### src/rtl/spi_word_sequencer_pkg.sv
// Shared definitions for the SPI word sequencer and the bench harness blocks
// that drive the core's register interface: state encodings, default sizing,
// and the wire-order bit index helper.
package spi_word_sequencer_pkg;

    localparam logic [2:0] ST_IDLE     = 3'd0;
    localparam logic [2:0] ST_LEAD     = 3'd1;
    localparam logic [2:0] ST_SHIFT_HI = 3'd2;
    localparam logic [2:0] ST_SHIFT_LO = 3'd3;
    localparam logic [2:0] ST_TRAIL    = 3'd4;

    localparam int unsigned DEFAULT_SCK_HALF  = 2;
    localparam int unsigned DEFAULT_WORD_BITS = 64;
    localparam int unsigned DEFAULT_NUM_WORDS = 8;

    // Word bit position carried on the wire for a given (byte, bit) counter pair.
    // Bytes go in the configured order; bits inside a byte always go MSB first.
    function automatic int unsigned wire_bit_index(
        input int unsigned byte_cnt,
        input int unsigned bit_cnt,
        input int unsigned num_bytes,
        input bit          lsb_byte_first
    );
        int unsigned byte_pos;
        byte_pos = lsb_byte_first ? byte_cnt : (num_bytes - 1 - byte_cnt);
        return byte_pos * 8 + 7 - bit_cnt;
    endfunction

endpackage

### src/rtl/spi_word_sequencer_sck.sv
// SCK phase timer: a divide counter that emits a one-cycle strobe on the last
// cycle of every HALF-cycle phase while enabled, and clears when disabled.
module spi_sck_strobe
    import spi_word_sequencer_pkg::*;
#(
    parameter int unsigned HALF = DEFAULT_SCK_HALF
) (
    input  logic CLK,
    input  logic reset,
    input  logic en,
    output logic tick_c
);

    localparam int unsigned CNT_W = (HALF > 1) ? $clog2(HALF) : 1;

    logic [CNT_W-1:0] cnt;

    assign tick_c = en && (cnt == CNT_W'(HALF - 1));

    // Phase counter: restarts at every strobe and whenever the sequencer is idle.
    always_ff @(posedge CLK or posedge reset) begin
        if (reset) begin
            cnt <= '0;
        end else if (!en || tick_c) begin
            cnt <= '0;
        end else begin
            cnt <= cnt + CNT_W'(1);
        end
    end

endmodule

### src/rtl/spi_word_sequencer.sv
// SPI mode-0 master that streams a programmable list of words out on COPI.
// Optional macro RX_CAPTURE_EN: when defined, CIPO is assembled into a receive
// buffer read through rd_data; otherwise rd_data is constant zero.
module spi_word_sequencer
    import spi_word_sequencer_pkg::*;
#(
    parameter int unsigned WORD_BITS      = DEFAULT_WORD_BITS,
    parameter int unsigned NUM_WORDS      = DEFAULT_NUM_WORDS,
    parameter int unsigned SCK_HALF       = DEFAULT_SCK_HALF,
    parameter bit          LSB_BYTE_FIRST = 1'b1
) (
    input  logic                           CLK,
    input  logic                           reset,
    input  logic                           wr_en,
    input  logic [$clog2(NUM_WORDS)-1:0]   wr_addr,
    input  logic [WORD_BITS-1:0]           wr_data,
    input  logic [$clog2(NUM_WORDS):0]     word_count,
    input  logic                           start,
    output logic                           busy,
    output logic                           done,
    output logic                           SCK,
    output logic                           CS,
    output logic                           COPI,
    input  logic                           CIPO,
    input  logic [$clog2(NUM_WORDS)-1:0]   rd_addr,
    output logic [WORD_BITS-1:0]           rd_data
);

    localparam int unsigned AW        = $clog2(NUM_WORDS);
    localparam int unsigned CW        = AW + 1;
    localparam int unsigned NUM_BYTES = WORD_BITS / 8;
    localparam int unsigned BYW       = (NUM_BYTES > 1) ? $clog2(NUM_BYTES) : 1;
    localparam int unsigned IW        = $clog2(WORD_BITS);
    localparam int unsigned FIRST_IDX = wire_bit_index(0, 0, NUM_BYTES, LSB_BYTE_FIRST);

    logic [2:0]           state, state_nxt;
    logic                 busy_nxt, done_nxt, sck_nxt, cs_nxt, copi_nxt;
    logic [2:0]           bit_cnt, bit_cnt_nxt;
    logic [BYW-1:0]       byte_cnt, byte_cnt_nxt;
    logic [CW-1:0]        word_idx, word_idx_nxt;
    logic [CW-1:0]        word_total, word_total_nxt;
    logic [WORD_BITS-1:0] tx_word, tx_word_nxt;
    logic                 last_word_done, last_nxt;
    logic [WORD_BITS-1:0] tx_buf [NUM_WORDS];

    logic                 tick_c;
    logic                 word_end_c;
    logic [2:0]           adv_bit_c;
    logic [BYW-1:0]       adv_byte_c;
    logic [IW-1:0]        adv_idx_c;
    logic [CW-1:0]        next_word_c;
    logic [CW-1:0]        count_clamped_c;

    spi_sck_strobe #(.HALF(SCK_HALF)) u_sck_strobe (
        .CLK    (CLK),
        .reset  (reset),
        .en     (state != ST_IDLE),
        .tick_c (tick_c)
    );

    // TX word buffer; out-of-range addresses are dropped, contents survive reset.
    always_ff @(posedge CLK) begin
        if (wr_en && (CW'(wr_addr) < CW'(NUM_WORDS))) begin
            tx_buf[wr_addr] <= wr_data;
        end
    end

    // Counter advance and wire-index helpers for the falling-edge update.
    always_comb begin
        word_end_c      = (bit_cnt == 3'd7) && (byte_cnt == BYW'(NUM_BYTES - 1));
        adv_bit_c       = bit_cnt + 3'd1;
        adv_byte_c      = (bit_cnt == 3'd7) ? byte_cnt + BYW'(1) : byte_cnt;
        adv_idx_c       = IW'(wire_bit_index(32'(adv_byte_c), 32'(adv_bit_c),
                                             NUM_BYTES, LSB_BYTE_FIRST));
        next_word_c     = word_idx + CW'(1);
        count_clamped_c = (word_count > CW'(NUM_WORDS)) ? CW'(NUM_WORDS) : word_count;
    end

    // Next-state and next-output logic for the transfer sequencer.
    always_comb begin
        state_nxt      = state;
        busy_nxt       = busy;
        done_nxt       = 1'b0;
        sck_nxt        = SCK;
        cs_nxt         = CS;
        copi_nxt       = COPI;
        bit_cnt_nxt    = bit_cnt;
        byte_cnt_nxt   = byte_cnt;
        word_idx_nxt   = word_idx;
        word_total_nxt = word_total;
        tx_word_nxt    = tx_word;
        last_nxt       = last_word_done;
        case (state)
            ST_IDLE: begin
                if (start) begin
                    if (word_count == '0) begin
                        done_nxt = 1'b1;
                    end else begin
                        state_nxt      = ST_LEAD;
                        busy_nxt       = 1'b1;
                        cs_nxt         = 1'b0;
                        sck_nxt        = 1'b0;
                        word_total_nxt = count_clamped_c;
                        word_idx_nxt   = '0;
                        bit_cnt_nxt    = '0;
                        byte_cnt_nxt   = '0;
                        last_nxt       = 1'b0;
                        tx_word_nxt    = tx_buf[AW'(0)];
                        copi_nxt       = tx_word_nxt[IW'(FIRST_IDX)];
                    end
                end
            end
            ST_LEAD: begin
                if (tick_c) begin
                    state_nxt = ST_SHIFT_HI;
                    sck_nxt   = 1'b1;
                end
            end
            ST_SHIFT_HI: begin
                if (tick_c) begin
                    state_nxt = ST_SHIFT_LO;
                    sck_nxt   = 1'b0;
                    if (word_end_c) begin
                        bit_cnt_nxt  = '0;
                        byte_cnt_nxt = '0;
                        word_idx_nxt = next_word_c;
                        if (next_word_c < word_total) begin
                            tx_word_nxt = tx_buf[AW'(next_word_c)];
                            copi_nxt    = tx_word_nxt[IW'(FIRST_IDX)];
                        end else begin
                            last_nxt = 1'b1;
                        end
                    end else begin
                        bit_cnt_nxt  = adv_bit_c;
                        byte_cnt_nxt = adv_byte_c;
                        copi_nxt     = tx_word[adv_idx_c];
                    end
                end
            end
            ST_SHIFT_LO: begin
                if (tick_c) begin
                    if (last_word_done) begin
                        state_nxt = ST_TRAIL;
                        cs_nxt    = 1'b1;
                    end else begin
                        state_nxt = ST_SHIFT_HI;
                        sck_nxt   = 1'b1;
                    end
                end
            end
            ST_TRAIL: begin
                if (tick_c) begin
                    state_nxt = ST_IDLE;
                    busy_nxt  = 1'b0;
                    done_nxt  = 1'b1;
                end
            end
            default: begin
                state_nxt = ST_IDLE;
            end
        endcase
    end

    // State, output and datapath registers.
    always_ff @(posedge CLK or posedge reset) begin
        if (reset) begin
            state          <= ST_IDLE;
            busy           <= 1'b0;
            done           <= 1'b0;
            SCK            <= 1'b0;
            CS             <= 1'b1;
            COPI           <= 1'b0;
            bit_cnt        <= '0;
            byte_cnt       <= '0;
            word_idx       <= '0;
            word_total     <= '0;
            tx_word        <= '0;
            last_word_done <= 1'b0;
        end else begin
            state          <= state_nxt;
            busy           <= busy_nxt;
            done           <= done_nxt;
            SCK            <= sck_nxt;
            CS             <= cs_nxt;
            COPI           <= copi_nxt;
            bit_cnt        <= bit_cnt_nxt;
            byte_cnt       <= byte_cnt_nxt;
            word_idx       <= word_idx_nxt;
            word_total     <= word_total_nxt;
            tx_word        <= tx_word_nxt;
            last_word_done <= last_nxt;
        end
    end

`ifdef RX_CAPTURE_EN
    logic                 rise_c;
    logic [IW-1:0]        cur_idx_c;
    logic [WORD_BITS-1:0] rx_word, rx_assembled_c;
    logic [WORD_BITS-1:0] rx_buf [NUM_WORDS];

    // Rising SCK event and the word with the current CIPO bit merged in.
    always_comb begin
        rise_c         = tick_c && ((state == ST_LEAD) ||
                                    ((state == ST_SHIFT_LO) && !last_word_done));
        cur_idx_c      = IW'(wire_bit_index(32'(byte_cnt), 32'(bit_cnt),
                                            NUM_BYTES, LSB_BYTE_FIRST));
        rx_assembled_c = rx_word;
        rx_assembled_c[cur_idx_c] = CIPO;
    end

    // RX assembly register, updated on every sampling edge.
    always_ff @(posedge CLK or posedge reset) begin
        if (reset) begin
            rx_word <= '0;
        end else if (rise_c) begin
            rx_word <= rx_assembled_c;
        end
    end

    // Completed word lands in the RX buffer on its last sampling edge.
    always_ff @(posedge CLK) begin
        if (rise_c && word_end_c) begin
            rx_buf[AW'(word_idx)] <= rx_assembled_c;
        end
    end

    assign rd_data = rx_buf[rd_addr];
`else
    logic unused_rx;

    assign unused_rx = ^{CIPO, rd_addr};
    assign rd_data   = '0;
`endif

endmodule
### config.mk
export PLATFORM = sky130hd
export DESIGN_NAME = spi_word_sequencer
export DESIGN_NICKNAME = d
export VERILOG_FILES = /design/src/rtl/spi_word_sequencer_pkg.sv /design/src/rtl/spi_word_sequencer_sck.sv /design/src/rtl/spi_word_sequencer.sv
export SDC_FILE = /design/constraint.sdc
export NUM_CORES = 1
export LEC_CHECK = 0
export ABC_AREA = 1
export BUFFER_PORTS_ARGS = -buffer_cell sky130_fd_sc_hd__buf_2
export CAP_MARGIN = 20
export CORE_MARGIN = 1
export CORE_UTILIZATION = 35
export DETAILED_ROUTE_END_ITERATION = 12
export PLACE_DENSITY = 0.47
export SYNTH_ARGS = -nofsm -noshare
export SYNTH_HDL_FRONTEND = slang
export SYNTH_SLANG_ARGS = --single-unit
### constraint.sdc
create_clock -name CLK -period 3.9 [get_ports CLK]
set_clock_uncertainty 0.2 [all_clocks]
set_input_delay 0.39 -clock CLK [delete_from_list [all_inputs] [get_ports CLK]]
set_output_delay 0.39 -clock CLK [all_outputs]
set_load 0.01 [all_outputs]
After elaboration in Yosys (flattened, before gate mapping):

Memories as Yosys holds them, arrays and structs flattened.
Index checks and enable logic that the tools add are counted.

* add/sub/neg operators: 6
* $lt $le $gt $ge: 3
* eq/ne operators: 18
* muxes and demuxes: 61
* bitwise operators: 1
* reduce and logical (&&, ||, !) cells: 21

Operators by type and width (number)
* 2-to-1 mux 64 bit: 5
* one-hot mux 64 bit (2 select lines): 1
* 2-to-1 mux 3 bit: 14
* 2-to-1 mux 1 bit: 25
* 2-to-1 mux 4 bit: 5
* AND reduction 6 bit: 3
* one-hot mux 3 bit (5 select lines): 1
* AND reduction 5 bit: 3
* inequality test 2 bit (second input constant): 7
* one-hot mux 3 bit (2 select lines): 2
* one-hot mux 1 bit (2 select lines): 5
* == test 3 bit (second input constant): 3
* inequality test 2 x 1 -> 1 bit (second input constant): 4
* one-hot mux 4 bit (2 select lines): 1
* AND reduction 4 bit: 2
* less-than comparator 6 x 7 -> 1 bit (second input constant): 1
* AND reduction 7 bit: 1
* adder 3 x 1 -> 3 bit (second input constant): 2
* adder 6 x 3 -> 6 bit (second input constant): 1
* binary-select mux 1 bit (select 6 bit): 1
* == test 3 x 2 -> 1 bit (second input constant): 2
* nonzero test 2 bit: 3
* subtractor 6 x 3 -> 6 bit: 1
* adder 4 x 1 -> 4 bit (second input constant): 1
* other kinds (15): 16

* bits in registers: 88
* RAM bits: 512
* bits of input ports: 79
* output and inout port bits: 69
* memories: 1

Memory list
* tx_buf: depth 8, bits a word 64, rd ports 2, clocked after memory_dff 0, wr ports 1, line spi_word_sequencer.sv:44 `logic [WORD_BITS-1:0] tx_buf [NUM_WORDS];`

Depth between registers and ports, before layout:

* depth in word-level cells: 9
* mapped depth: 15
* mapped depth without buffers: 11

By module:

From an unflattened synthesis, not the netlist that was laid out.

* cell total of the unflattened synthesis: 2104
* area, all modules: 24707.4 um2

Modules (own cells, without submodules)
* spi_word_sequencer: instances 1, cells each 2098, area each 24661.2 um2, sequential area each 17553.1 um2
* spi_sck_strobe: instances 1, cells each 6, area each 46.3 um2, sequential area each 25.0 um2

Worst setup path before layout:

No wires, ideal clock.

* path type: input port to flip-flop
* from: input wr_addr[0]
* to: memory tx_buf[0][0] (netlist bit) (enable)
* setup time: 0.487 ns
* arrival: 3.208 ns
* data required time: 3.213 ns
* slack: 0.005 ns
* cell stages on the path: 3
* path buffers: 0
* cell sequence: inv_1 > nand2_1 > nor2_1

RTL lines
* from (decl): line spi_word_sequencer.sv:15 `input logic [$clog2(NUM_WORDS)-1:0] wr_addr,`
* to (decl): line spi_word_sequencer.sv:44

Straight into the memory's write port.

Final worst setup path:

* from: register word_idx[0]
* to: register tx_word[51]

* longest elaborated chain between the ends: 6
* elaborated cells on any way between the ends: 9
* classes of those cells: add/sub (1); order compare (1); eq/ne (1); mux (4); reduce/logical (1); memory (1)

Ends and longest elaborated chain
* from (decl): line spi_word_sequencer.sv:40 `logic [CW-1:0] word_idx, word_idx_nxt;`
* from (signal assigned): line spi_word_sequencer.sv:188 `word_idx <= word_idx_nxt;`
* adder 4 x 1 -> 4 bit (*): line spi_word_sequencer.sv:75 `next_word_c = word_idx + CW'(1);`
* memory (8 x 64 bit)
* 2-to-1 mux 64 bit: line spi_word_sequencer.sv:127 `if (next_word_c < word_total) begin`
* 2-to-1 mux 64 bit: line spi_word_sequencer.sv:123 `if (word_end_c) begin`
* 2-to-1 mux 64 bit: line spi_word_sequencer.sv:120 `if (tick_c) begin`
* one-hot mux 64 bit (2 select lines): line spi_word_sequencer.sv:93 `case (state)`
* to (signal assigned): line spi_word_sequencer.sv:190 `tx_word <= tx_word_nxt;`
* to (decl): line spi_word_sequencer.sv:42 `logic [WORD_BITS-1:0] tx_word, tx_word_nxt;`

Mark *: on every way between the ends. The rest lies on a longest branch, timed or not. The select of a mux whose other input is x is not followed.
A chain may end at the register's enable or synchronous reset.

==> flow_summary.yaml <==
outcome:
  status: "finished, final reports clean"
placement:
  gp_congestion: 0.738
  numPortBuffers: 79
  dpl.cell_count: 2966
  dp_hpwl_mm: 33.7
timing:
  setup_violations: 0
  rsz0062_at_grt: "false"
  slew_violations: 0
  fin_crit_sh: 0.784
  hold_viol: 0
  fin_tns_setup_ps: 0
  slew_headroom: 0.274
  fmax_mhz: 327
  min_period_ps: 3060
  tightestPinTransition_ps: 1090
synthesis:
  synth-simple-area-share: 0.115
  synth_compound_area_frac: 0.129
  synth_xor_xnor_area_share: 0.00105
  synth_top_family_by_area: "compound AO/OA/AOI/OAI gates"
  synth-seq-area-share: 0.701
  synth_area_per_cell_um2: 12.3
  ys_ff_latch: 600
  netlist_area_um2: 25100
  ys.flop_type: "edfxtp_1"
  synth_cell_types: 36
  synth_mux_area_frac: 0
  synth_fa_ha_area_frac: 0.00399
  synth_cells: 2034
  yosys_warnings: 0
  synth-edff-count: 512
  async_flop_share: 0.147
flow_run:
  max-cap-violations: 0
setup_path:
  rr_startpoint: "word_idx[0]$_DFFE_PP0P_"
  end_kind: "register"
  crit_type: "register to register"
  r2r-end: "tx_word[51]$_DFFE_PP0P_"
  rrSetupSlack_ps: 840
  worstRegToRegCells: 12
  arrival_ps: 3360
  required_ps: 4200
  startpoint_type: "register"
  cp_max_fo: 50
min_path:
  worst_hold_path_type: "primary input to async pin"
clocking:
  clk_pin_slew_ps: 60
  cts_root_buffer: "clkbuf_16"
  insertion_delay_ps: 600
  cts_tree: "yes"
  post_cts_buffers: 0
  cts_buffer_depth: 3
  numClockSinks: 600
  h-tree-depth: 3
  numCtsBuffers: 67
routing:
  post_drt_wl_per_cell_um: 20.3
  first_iter_violations: 1054
  vias: 16000
  ant_nets: 0
  routed_wl_mm: 64.0
  drc: 0
  drtPass1Iterations: 5
  vias_per_cell: 5.05
cells_and_area:
  drive_gt1_frac: 0.148
  final_nets: 2256
  fin_cells: 3161
  filler_cell_count: 6559
  area_growth_pct: 17.1
  antenna_cells: 0
  post-route-util: 0.417
global_routing:
  grt_use_total: 0.176
  grt_overflow: 0
  first_global_vias: 15800
  antenna_found_initial: 3
  grt_max_degree: 213
  grt_pass1_wl_mm: 97.6
die:
  die_w_um: 270
  die_area_um2: 72700
  initial_core_util: 0.356
  io_pins: 148
  core_area_um2: 70400
  row_count: 97
  fp.dieH_um: 270
power:
  ir_worst_vdd_uv: 854
  leakage_uw: 0.0101
  p_per_area_nw_per_um2: 759
  total_power_uw: 22300
[critical path: stages (launching register included)]
cell and delay (ps):
dfrtp_4 490, ha_4 160, xnor2_1 280, inv_1 230, ha_1 310, nand2_1 60
o21ai_0 130, nand2_1 160, nand2_2 100, inv_6 250, buf_12 320, nor2_1 90
a41oi_2 160
[stage by stage]
step / setup slack, ps / hold slack [ps] / area [µm²]
finish: 844 / 229 / 29400
global route: 618 / 244 / 29400
CTS: 816 / 201 / 29400
detailed placement: 833 / 292 / 26500
global placement: 860 / 278 / 26500
floorplan: 5.05 / 259 / 25300
[report_power, final]
part / internal [µW] / total [µW] / switching [µW]
Combinational: 2590 / 8090 / 5500
Clock: 3740 / 6200 / 2460
Sequential: 7630 / 7980 / 351
[state kept, by name, summed over array words and instances, names as in the netlist]
signal and count:
COPI 1, last_word_done 1, word_idx 4, bit_cnt 3, tx_buf 512, busy 1
done 1, u_sck_strobe.cnt 1, CS 1, state 3, tx_word 64, word_total 4
byte_cnt 3, SCK 1
[routing by layer]
| metal | GRT usage | up-vias | routed length (µm) | share of wire |
|---|---|---|---|---|
| met5 | 0 | - | 30 | 0.00047 |
| met4 | 0.0446 | 6 | 1250 | 0.020 |
| met3 | 0.0299 | 98 | 2770 | 0.043 |
| met2 | 0.296 | 344 | 31100 | 0.49 |
| met1 | 0.235 | 8033 | 28900 | 0.45 |
| li1 | - | 7497 | - | - |
[worst max-delay path by stage]
stage                       startpoint                      end  depth (start not counted)
2_1_floorplan               wr_addr[0]   tx_buf[0][0]$_DFFE_PP_                          3
3_3_place_gp   word_idx[0]$_DFFE_PP0P_  tx_word[55]$_DFFE_PP0P_                         12
3_5_place_dp   word_idx[0]$_DFFE_PP0P_  tx_word[40]$_DFFE_PP0P_                         12
4_1_cts        word_idx[0]$_DFFE_PP0P_  tx_word[51]$_DFFE_PP0P_                         12
5_1_grt        word_idx[0]$_DFFE_PP0P_  tx_word[39]$_DFFE_PP0P_                         12
6_report       word_idx[0]$_DFFE_PP0P_  tx_word[51]$_DFFE_PP0P_                         12
[repair_timing]
| item | in CTS | in global routing |
|---|---|---|
| resized for setup | 0 | 0 |
| endpoints found under the hold margin | 553 | 0 |
| hold buffers | 74 | 0 |
[final cells by class]
class | count | area (µm²) | area share
clock buffer | 92 | 1910 | 0.0649
sequential | 600 | 17600 | 0.599
clock inverter | 29 | 256 | 0.00873
multi-input combinational | 1269 | 6580 | 0.224
tap | 940 | 1180 | 0.0401
timing repair buffer | 196 | 1720 | 0.0586
inverter | 35 | 146 | 0.00499
[cell usage in the layout (no fill, tap or decap), types with 9 or more instances in the layout]
| master | count |
|---|---|
| dfrtp_1 | 86 |
| nand3_1 | 61 |
| buf_12 | 21 |
| inv_1 | 24 |
| o22ai_1 | 131 |
| clkinv_1 | 17 |
| nand2_1 | 298 |
| a41oi_2 | 55 |
| o21ai_0 | 268 |
| clkbuf_1 | 16 |
| clkinv_2 | 9 |
| dlygate4sd3_1 | 74 |
| buf_4 | 22 |
| edfxtp_1 | 512 |
| nor2_4 | 11 |
| conb_1 | 64 |
| buf_2 | 79 |
| a21oi_1 | 10 |
| nor2_1 | 305 |
| clkbuf_16 | 71 |
| nor2_2 | 31 |
[cells in the mapped netlist (2+ instances only)]
cell type    n  area (µm²)
edfxtp_1   512       15400
nor2_1     315        1180
nand2_1    298        1120
o21ai_0    268        1340
o22ai_1    131         820
clkbuf_1    92         345
dfrtp_1     87        2180
buf_4       71         533
nand3_1     61         305
a41oi_2     55         895
nor2_2      31         194
inv_1       27         101
buf_2       22         110
a21oi_1     10        50.1
a41oi_1      8        70.1
ha_1         8         100
inv_2        5        18.8
buf_12       4        80.1
buf_6        4        45.0
a31oi_1      3        18.8
clkinv_1     3        11.3
nand2_2      2        12.5
nand2_4      2        22.5
nor3_1       2        10.0
xnor2_1      2        17.5
[cell families after synthesis]
logic type               count (synthesis)
adder cells (fa/ha/maj)                  8
AND/OR/NAND/NOR                        714
other                                    1
XOR/XNOR                                 3
buffers and inverters                  228
AO/OA/AOI/OAI                          480
flip-flops                             600
No activity file was read; power rests on OpenSTA's default activity.
